--- src/rtl/mem_port_arbiter_pkg.sv ---
// Shared definitions for the I-cache / D-cache main-memory port arbiter.
// Grant states, parameter defaults and the memory-port strobe encodings.
package mem_port_arbiter_pkg;

  typedef enum logic [1:0] {
    ST_IDLE = 2'd0,
    ST_GNT0 = 2'd1,
    ST_GNT1 = 2'd2
  } arb_state_e;

  localparam int unsigned MAX_BEATS_DEF = 4;
  localparam int unsigned CNT_W_DEF     = 21;

  localparam logic [3:0] WSTRB_READ = 4'h0;
  localparam logic [3:0] WSTRB_WORD = 4'hF;

endpackage

--- src/rtl/mem_port_arbiter_sat_counter.sv ---
// Saturating statistics counter with synchronous clear; holds at all-ones.
module sat_counter #(
  parameter int unsigned W = 21
) (
  input  logic         clk,
  input  logic         clr_i,
  input  logic         en_i,
  output logic [W-1:0] cnt_o
);

  logic [W-1:0] cnt_q, cnt_d;

  always_comb begin
    cnt_d = cnt_q;
    if (clr_i) begin
      cnt_d = '0;
    end else if (en_i && (cnt_q != {W{1'b1}})) begin
      cnt_d = cnt_q + {{(W-1){1'b0}}, 1'b1};
    end
  end

  always_ff @(posedge clk) begin
    cnt_q <= cnt_d;
  end

  assign cnt_o = cnt_q;

endmodule

--- src/rtl/mem_port_arbiter.sv ---
// Round-robin arbiter sharing one valid/ready memory port between I-cache (m0)
// and D-cache (m1), with bounded locked bursts and per-master statistics.
//
//   state   | meaning
//   IDLE    | no grant; memory port quiet, picks next master
//   GNT0    | m0 owns the memory port
//   GNT1    | m1 owns the memory port
module mem_port_arbiter
  import mem_port_arbiter_pkg::*;
#(
  parameter int unsigned ADDR_W    = 32,
  parameter int unsigned DATA_W    = 32,
  parameter int unsigned MAX_BEATS = MAX_BEATS_DEF,
  parameter int unsigned CNT_W     = CNT_W_DEF
) (
  input  logic              clk,
  input  logic              reset,
  input  logic              m0_valid,
  input  logic              m0_lock,
  input  logic [ADDR_W-1:0] m0_addr,
  input  logic [DATA_W-1:0] m0_wdata,
  input  logic [3:0]        m0_wstrb,
  output logic              m0_ready,
  output logic [DATA_W-1:0] m0_rdata,
  input  logic              m1_valid,
  input  logic              m1_lock,
  input  logic [ADDR_W-1:0] m1_addr,
  input  logic [DATA_W-1:0] m1_wdata,
  input  logic [3:0]        m1_wstrb,
  output logic              m1_ready,
  output logic [DATA_W-1:0] m1_rdata,
  output logic              mem_valid,
  output logic [ADDR_W-1:0] mem_addr,
  output logic [DATA_W-1:0] mem_wdata,
  output logic [3:0]        mem_wstrb,
  input  logic              mem_ready,
  input  logic [DATA_W-1:0] mem_rdata,
  output logic [CNT_W-1:0]  m0_xfers,
  output logic [CNT_W-1:0]  m1_xfers,
  output logic [CNT_W-1:0]  m0_wait,
  output logic [CNT_W-1:0]  m1_wait
);

  localparam int unsigned BEAT_W = $clog2(MAX_BEATS) + 1;
  // beats_q holds completed beats before this one; burst may continue while below this
  localparam logic [BEAT_W-1:0] LAST_BEAT = BEAT_W'(MAX_BEATS - 1);

  arb_state_e        state_q, state_d;
  logic              last_q, last_d;
  logic [BEAT_W-1:0] beats_q, beats_d;
  logic              sel1, sel_valid, sel_lock;

  always_ff @(posedge clk) begin
    if (reset) begin
      state_q <= ST_IDLE;
      last_q  <= 1'b0;
      beats_q <= '0;
    end else begin
      state_q <= state_d;
      last_q  <= last_d;
      beats_q <= beats_d;
    end
  end

  always_comb begin
    state_d   = state_q;
    last_d    = last_q;
    beats_d   = beats_q;
    sel1      = 1'b0;
    sel_valid = 1'b0;
    sel_lock  = 1'b0;
    mem_valid = 1'b0;
    mem_addr  = '0;
    mem_wdata = '0;
    mem_wstrb = WSTRB_READ;
    m0_ready  = 1'b0;
    m1_ready  = 1'b0;
    m0_rdata  = '0;
    m1_rdata  = '0;

    unique case (state_q)
      ST_IDLE: begin
        beats_d = '0;
        if (m0_valid && m1_valid) begin
          state_d = last_q ? ST_GNT0 : ST_GNT1;
        end else if (m0_valid) begin
          state_d = ST_GNT0;
        end else if (m1_valid) begin
          state_d = ST_GNT1;
        end
      end

      ST_GNT0, ST_GNT1: begin
        sel1 = (state_q == ST_GNT1);
        if (sel1) begin
          sel_valid = m1_valid;
          sel_lock  = m1_lock;
          mem_addr  = m1_addr;
          mem_wdata = m1_wdata;
          mem_wstrb = m1_wstrb;
          m1_ready  = mem_ready;
          m1_rdata  = mem_rdata;
        end else begin
          sel_valid = m0_valid;
          sel_lock  = m0_lock;
          mem_addr  = m0_addr;
          mem_wdata = m0_wdata;
          mem_wstrb = m0_wstrb;
          m0_ready  = mem_ready;
          m0_rdata  = mem_rdata;
        end
        mem_valid = sel_valid;

        if (mem_ready) begin
          beats_d = beats_q + {{(BEAT_W-1){1'b0}}, 1'b1};
          if (!(sel_lock && (beats_q < LAST_BEAT))) begin
            state_d = ST_IDLE;
            last_d  = sel1;
          end
        end else if (!sel_valid && !sel_lock) begin
          state_d = ST_IDLE;
        end
      end

      default: state_d = ST_IDLE;
    endcase
  end

  sat_counter #(.W(CNT_W)) u_m0_xfers (
    .clk   (clk),
    .clr_i (reset),
    .en_i  (m0_ready),
    .cnt_o (m0_xfers)
  );

  sat_counter #(.W(CNT_W)) u_m1_xfers (
    .clk   (clk),
    .clr_i (reset),
    .en_i  (m1_ready),
    .cnt_o (m1_xfers)
  );

  sat_counter #(.W(CNT_W)) u_m0_wait (
    .clk   (clk),
    .clr_i (reset),
    .en_i  (m0_valid && (state_q != ST_GNT0)),
    .cnt_o (m0_wait)
  );

  sat_counter #(.W(CNT_W)) u_m1_wait (
    .clk   (clk),
    .clr_i (reset),
    .en_i  (m1_valid && (state_q != ST_GNT1)),
    .cnt_o (m1_wait)
  );

endmodule

--- config.mk ---
export PLATFORM = sky130hd
export DESIGN_NAME = mem_port_arbiter
export DESIGN_NICKNAME = d
export VERILOG_FILES = /design/src/rtl/mem_port_arbiter_pkg.sv /design/src/rtl/mem_port_arbiter_sat_counter.sv /design/src/rtl/mem_port_arbiter.sv
export SDC_FILE = /design/constraint.sdc
export NUM_CORES = 1
export LEC_CHECK = 0
export ABC_CLOCK_PERIOD_IN_PS = 2400
export CELL_PAD_IN_SITES_DETAIL_PLACEMENT = 0
export CELL_PAD_IN_SITES_GLOBAL_PLACEMENT = 2
export CORE_AREA = 2 2 155 157
export CTS_CLUSTER_SIZE = 10
export DETAILED_ROUTE_END_ITERATION = 8
export DIE_AREA = 0 0 157 159
export DONT_BUFFER_PORTS = 1
export GPL_TIMING_DRIVEN = 0
export PLACE_DENSITY_LB_ADDON = 0.25
export SYNTH_ARGS = -nofsm -noshare
export SYNTH_HDL_FRONTEND = slang
export SYNTH_SLANG_ARGS = --single-unit
--- constraint.sdc ---
create_clock -name clk -period 2.4 [get_ports clk]
set_clock_uncertainty 0.1 [all_clocks]
set_input_delay 0.6 -clock clk [delete_from_list [all_inputs] [get_ports clk]]
set_output_delay 0.6 -clock clk [all_outputs]
set_load 0.05 [all_outputs]
==> impl_metrics.py, run 1 <==
metrics = {
    "placement": {
        "io_buffers": 0,
        "placed_area_um2": 7063,
        "place.gp.congestion": 0.9041,
        "hpwl_um": 21170,
        "post-place-ws_ps": -687.3,
    },
    "yosys": {
        "synth_ff_type": "dfxtp_1",
        "synth_area_leaders": "dfxtp_1, mux2i_1, nor2b_1",
        "mappedNetlistArea_um2": 6106,
        "ys_warn_count": 0,
        "async_flop_share_pct": 0,
        "yosysTopAreaCellShare_pct": 29.51,
        "synth_area_leader_cell": "dfxtp_1",
        "synth_nets": 933,
        "ys_ff_latch": 90,
        "avgSynthCellArea_um2": 8.141,
        "ys_seq_area_share_pct": 29.51,
        "synthCells": 750,
        "yosysUniqueCellTypes": 50,
        "synth_enable_flop_cells": 0,
    },
    "global_route": {
        "use_met2_pct": 34.89,
        "grt_pass1_wl_um": 37990,
        "track_usage_pct": 20.03,
        "globalRouteMet3Util_pct": 6.233,
        "gr-usage-met1_pct": 24.07,
        "grt-ovfl-total": 0,
        "antenna_found_initial": 0,
        "grt_pass1_vias": 5663,
        "grt_max_degree": 16,
        "top_usage_layer": "met2",
    },
    "clock_tree": {
        "path_clk_slew_ps": 60,
        "numCtsBuffers": 9,
        "cts_root_buf": "clkbuf_16",
        "postCtsHoldBufs": 0,
        "cts_sinks": 90,
        "cts_tree": "built",
        "h-tree-depth": 3,
        "clk_latency_ps": 350,
        "cts-root-to-sink-buffers": 2,
    },
    "setup_path": {
        "crit_required_ps": 1700,
        "crit_family": "buffers and inverters",
        "setup.worst_path.start_class": "register",
        "cp_cell_sequence": "inv_4 > ha_4 > buf_12 > buf_12 > buf_12 > mux2i_2 > nor2b_4",
        "timing.critical_path.buf_inv": 4,
        "critPathMaxStageDelay_ps": 400,
        "worst_path_most_repeated_cell": "buf_12",
        "cp-end-kind": "output pin",
        "worstPathArrival_ps": 1900,
        "r2r_slack_ps": 20,
        "critPathMaxFanout": 7,
        "path_class": "register to output pin",
        "slowest_stage": "nor2b_4",
    },
    "detailed_routing": {
        "firstDrtPassIters": 4,
        "wire_per_inst_um": 23.68,
        "drc": 0,
        "wirelength_um": 26230,
        "drtIter0Drc": 313,
        "via_per_inst": 5.212,
        "postRouteAntennaNets": 0,
        "vias": 5775,
    },
    "worst_hold_path": {
        "hp-class": "input port to register",
    },
    "floorplanning": {
        "io-pin-count": 394,
        "dieArea_um2": 24960,
        "core-area_um2": 23190,
        "placementRows": 56,
        "die_w_um": 157,
        "die_h_um": 159,
        "initial_utilization_pct": 26.33,
    },
    "finish": {
        "nNetsFinal": 967,
        "fillers": 2341,
        "final_cell_mix": "nor2_1, nor2b_4, dfxtp_2",
        "final_common_cell": "nor2_1",
        "fin_area_um2": 8389,
        "syn_to_final_growth_pct": 37.40,
        "drive_gt1_share_pct": 43.98,
        "antenna_cells": 0,
    },
    "pwr": {
        "leakagePower_nw": 2.982,
        "vdd_drop_max_v": 0.0004077,
        "power_mw": 6.358,
        "power_density_nw_per_um2": 757.9,
    },
    "sta": {
        "layout_setup_ws_ps": -202.4,
        "relSlewSlack_pct": 52.45,
        "fin_crit_ps": 2602,
        "setup_violations": 131,
        "finalMaxSlewViolations": 0,
        "period_share_pct": 108.4,
        "worst_pin_slew_ps": 713.3,
        "whs_ps": 304.2,
        "rsz0062_at_grt": "true",
        "fmax_mhz": 384.3,
        "fin_setup_tns_ps": -14510,
        "hold_viol": 0,
    },
    "outcome": {
        "status": "complete, but fails checks",
        "violations": "negative setup slack",
    },
    "flow_run": {
        "cap_viol_max_count": 0,
    },
}
## registers in the layout (all words and copies together) (netlist names)
register and flops:
state_q 2, u_m0_xfers.cnt_o 21, u_m1_xfers.cnt_o 21, u_m1_wait.cnt_o 21, u_m0_wait.cnt_o 21, beats_q 3, last_q 1
## per-layer routing
layer	vias to the layer above	part of all wire [%]
met5	-	0
met4	0	1.2
met2	207	50
met3	19	7.6
met1	2857	41
li1	2692	-
## power breakdown
group          switching (mW)  total (mW)  internal (mW)
sequential             0.0971        1.61           1.52
clock                   0.628        1.44          0.810
combinational            2.10        3.31           1.20
total                    2.83        6.36           3.53
## cell type report
cell class | instances | area [um^2] | share of cell area (%)
plain buffers | 46 | 440.4 | 5.250
clock buffers | 10 | 229.0 | 2.729
clock inverters | 6 | 67.56 | 0.8054
inverters | 9 | 40.04 | 0.4773
multi-input cells | 604 | 5059 | 60.30
flip-flops and latches | 90 | 1902 | 22.67
well taps | 319 | 399.1 | 4.758
repair buffers | 24 | 252.7 | 3.013
## final timing paths
| kind | from | end | depth (start not counted) |
|---|---|---|---|
| max | state_q[0]$_SDFFE_PP0P_ | mem_addr[23] | 7 |
| min | m1_valid | state_q[1]$_SDFFE_PP0P_ | 2 |
| max reg2reg | u_m0_xfers.cnt_o[8]$_SDFFE_PP0P_ | u_m0_xfers.cnt_o[11]$_SDFFE_PP0P_ | 6 |
| min reg2reg | beats_q[2]$_SDFFE_PP0P_ | beats_q[2]$_SDFFE_PP0P_ | 1 |
## worst register-to-register path, cell delays in order, from the launching register on
cell     delay (ps)
dfxtp_2         570
nand4_1         240
or4_4           590
o21ai_4         240
buf_8           190
nor4_4           60
mux2_4          300
## cells in the mapped netlist, types with 3 or more instances
library cell / instances
buf_1: 5
nand3_1: 35
inv_1: 9
nand4_1: 20
a211oi_1: 13
nand3b_1: 3
o31ai_1: 5
nand2_1: 25
clkbuf_1: 33
buf_2: 8
nor3_1: 11
or2_2: 4
nor2_1: 86
nand2b_1: 3
ha_1: 8
mux2i_1: 75
nor4_1: 5
and3_1: 14
and2_1: 66
o21ai_0: 3
o2111ai_1: 4
xor2_1: 25
nand4b_1: 5
nor2b_1: 74
o211ai_1: 8
dfxtp_1: 90
or4_1: 7
and4_1: 17
a21oi_1: 29
xnor2_1: 34
## kinds of logic after synthesis
kind of cell | synth area share, %
AND/OR/NAND/NOR | 35.72
flip-flops | 29.51
multiplexers | 12.73
AO/OA/AOI/OAI | 8.217
XOR/XNOR | 8.463
buffers and inverters | 3.730
adder cells (fa/ha/maj) | 1.639
## per-stage QoR
step	util, %	cells
2_1_floorplan	-	750
3_3_place_gp	30.45	1069
3_5_place_dp	30.45	1069
4_1_cts	34.80	1098
5_1_grt	36.17	1108
6_report	36.17	1108
## timing repair
action	in CTS	in global routing
resized for setup	223	73
endpoints found under the setup margin	201	183
gates cloned	4	2
setup buffers	11	8
pin swaps	36	18
No activity file was read; power rests on OpenSTA's default activity.
==> run 2: changes to the inputs <==
Settings changed: CELL_PAD_IN_SITES_DETAIL_PLACEMENT 0 to 1.
==> impl_metrics.py, run 2 (same netlist as run 1, synthesis figures left out) <==
metrics = {
    "outcome": {
        "status": "complete, but fails checks",
        "violations": "negative setup slack",
    },
    "flow_run": {
        "cap_viol_max_count": 0,
    },
    "sta": {
        "fin_crit_ps": 2614,
        "finalMaxSlewViolations": 0,
        "fmax_mhz": 382.6,
        "period_share_pct": 108.9,
        "hold_viol": 0,
        "relSlewSlack_pct": 53.70,
        "setup_violations": 130,
        "rsz0062_at_grt": "true",
        "layout_setup_ws_ps": -213.9,
        "worst_pin_slew_ps": 693.6,
    },
    "pwr": {
        "vdd_drop_max_v": 0.0003363,
        "leakagePower_nw": 3.001,
        "power_density_nw_per_um2": 762.3,
        "power_mw": 6.506,
    },
    "finish": {
        "nNetsFinal": 969,
        "final_common_cell": "nor2_1",
        "layout.cells.non_filler": 1110,
        "antenna_cells": 0,
        "drive_gt1_share_pct": 45.64,
        "final_cell_mix": "nor2_1, nor2b_4, and2_4",
        "fillers": 2622,
        "syn_to_final_growth_pct": 39.77,
    },
    "placement": {
        "io_buffers": 0,
        "dp.cells": 1069,
        "hpwl_um": 22350,
        "place.gp.congestion": 0.9041,
    },
    "detailed_routing": {
        "wl_met3_um": 2392,
        "wirelength_um": 27910,
        "wire_per_inst_um": 25.15,
        "firstDrtPassIters": 4,
        "via_per_inst": 5.290,
        "drtIter0Drc": 214,
        "postRouteAntennaNets": 0,
        "routed.top_layer": "met4",
        "wl_met1_um": 10920,
        "vias": 5872,
        "met2_length_um": 14110,
        "drc": 0,
    },
    "floorplanning": {
        "die_h_um": 159,
        "die_w_um": 157,
        "io-pin-count": 394,
        "dieArea_um2": 24960,
        "initial_utilization_pct": 26.33,
        "core-area_um2": 23190,
        "placementRows": 56,
    },
    "global_route": {
        "antenna_found_initial": 0,
        "track_usage_pct": 21.52,
        "grt_pass1_wl_um": 40790,
        "grt-ovfl-total": 0,
        "grt_max_degree": 18,
        "grt_pass1_vias": 6074,
    },
    "clock_tree": {
        "cts-root-to-sink-buffers": 2,
        "numCtsBuffers": 9,
        "cts_tree": "built",
        "cts_sinks": 90,
        "postCtsHoldBufs": 0,
        "h-tree-depth": 3,
        "cts_root_buf": "clkbuf_16",
        "clk_latency_ps": 360,
        "path_clk_slew_ps": 70,
    },
    "worst_hold_path": {
        "whs_endpoint": "state_q[1]$_SDFFE_PP0P_",
        "hp-class": "input port to register",
        "hold_depth": 2,
        "min_from": "m1_valid",
    },
    "setup_path": {
        "cp-end-kind": "output pin",
        "slowest_stage": "nor2b_4",
        "worstPathArrival_ps": 1910,
        "cp_cell_sequence": "inv_4 > ha_4 > buf_12 > buf_12 > buf_4 > mux2i_4 > nor2b_4",
        "rr_worst_depth": 9,
        "path_class": "register to output pin",
        "r2r_slack_ps": 10,
        "critPathMaxStageDelay_ps": 370,
        "critPathMaxFanout": 7,
        "setup.worst_path.start_class": "register",
        "r2r-start": "state_q[1]$_SDFFE_PP0P_",
        "worst_r2r_endpoint": "u_m0_xfers.cnt_o[11]$_SDFFE_PP0P_",
        "crit_required_ps": 1700,
        "worst_path_most_repeated_cell": "buf_12",
    },
}
[run 2: changes by cell type in the layout (fill, tap and decap cells not counted), sizes merged]
cell    change
clkbuf      -3
buf         +4
clkinv      -3
inv         +4
[run 2: what timing repair did]
action                     in CTS  in global routing
gates cloned                    3                  2
buffers inserted               14                  9
pin swaps                      26                  8
setup endpoints to repair     203                187
resized for setup             259                 61
[run 2: worst max path at each step]
stage | startpoint | end
finish | state_q[0]$_SDFFE_PP0P_ | mem_addr[31]
global route | state_q[0]$_SDFFE_PP0P_ | mem_addr[31]
CTS | state_q[0]$_SDFFE_PP0P_ | mem_addr[23]
detailed placement | state_q[0]$_SDFFE_PP0P_ | mem_wstrb[3]
global placement | state_q[0]$_SDFFE_PP0P_ | mem_wstrb[3]
floorplan | state_q[0]$_SDFFE_PP0P_ | mem_wdata[14]
[run 2: critical path, delay by kind of cell (launching register included)]
| family | cells | cell delay, ps |
|---|---|---|
| flip-flops | 1 | 350 |
| buffers and inverters | 4 | 460 |
| adder cells (fa/ha/maj) | 1 | 170 |
| multiplexers | 1 | 200 |
| AND/OR/NAND/NOR | 1 | 370 |
[run 2: report_power, final]
group | leakage [nW] | total (mW) | switching, mW | internal (mW)
logic | 2.09 | 3.39 | 2.14 | 1.25
clock network | 0.145 | 1.50 | 0.676 | 0.827
registers | 0.764 | 1.61 | 0.100 | 1.51
total | 3.00 | 6.51 | 2.92 | 3.59
[run 2: routing by layer]
layer	up-vias	global-route usage (%)
li1	2694	-
met1	2924	25.19
met2	226	37.60
met3	28	7.104
met4	0	5.379
met5	-	0
[run 2: area by class of cell]
type / instances / area, um^2 / share of cell area [%]
multi-input cells: 604 / 5115 / 59.93
clock inverters: 7 / 82.58 / 0.9676
flip-flops and latches: 90 / 1916 / 22.45
well taps: 319 / 399.1 / 4.677
inverters: 9 / 42.54 / 0.4985
repair buffers: 28 / 281.5 / 3.299
clock buffers: 9 / 225.2 / 2.639
plain buffers: 44 / 473.0 / 5.542
[run 2: metrics by stage]
step,hold WS [ps],instance area (um^2),util [%],TNS (ps),worst slack (ps)
6_report,301.9,8534,36.80,-17710,-213.9
5_1_grt,307.7,8534,36.80,-25760,-259.9
4_1_cts,295.6,8257,35.60,-19900,-238.5
3_5_place_dp,375.5,7063,30.45,-89940,-723.1
3_3_place_gp,367.9,7063,30.45,-77310,-676.1
2_1_floorplan,350.3,6664,-,-826.0,-68.96
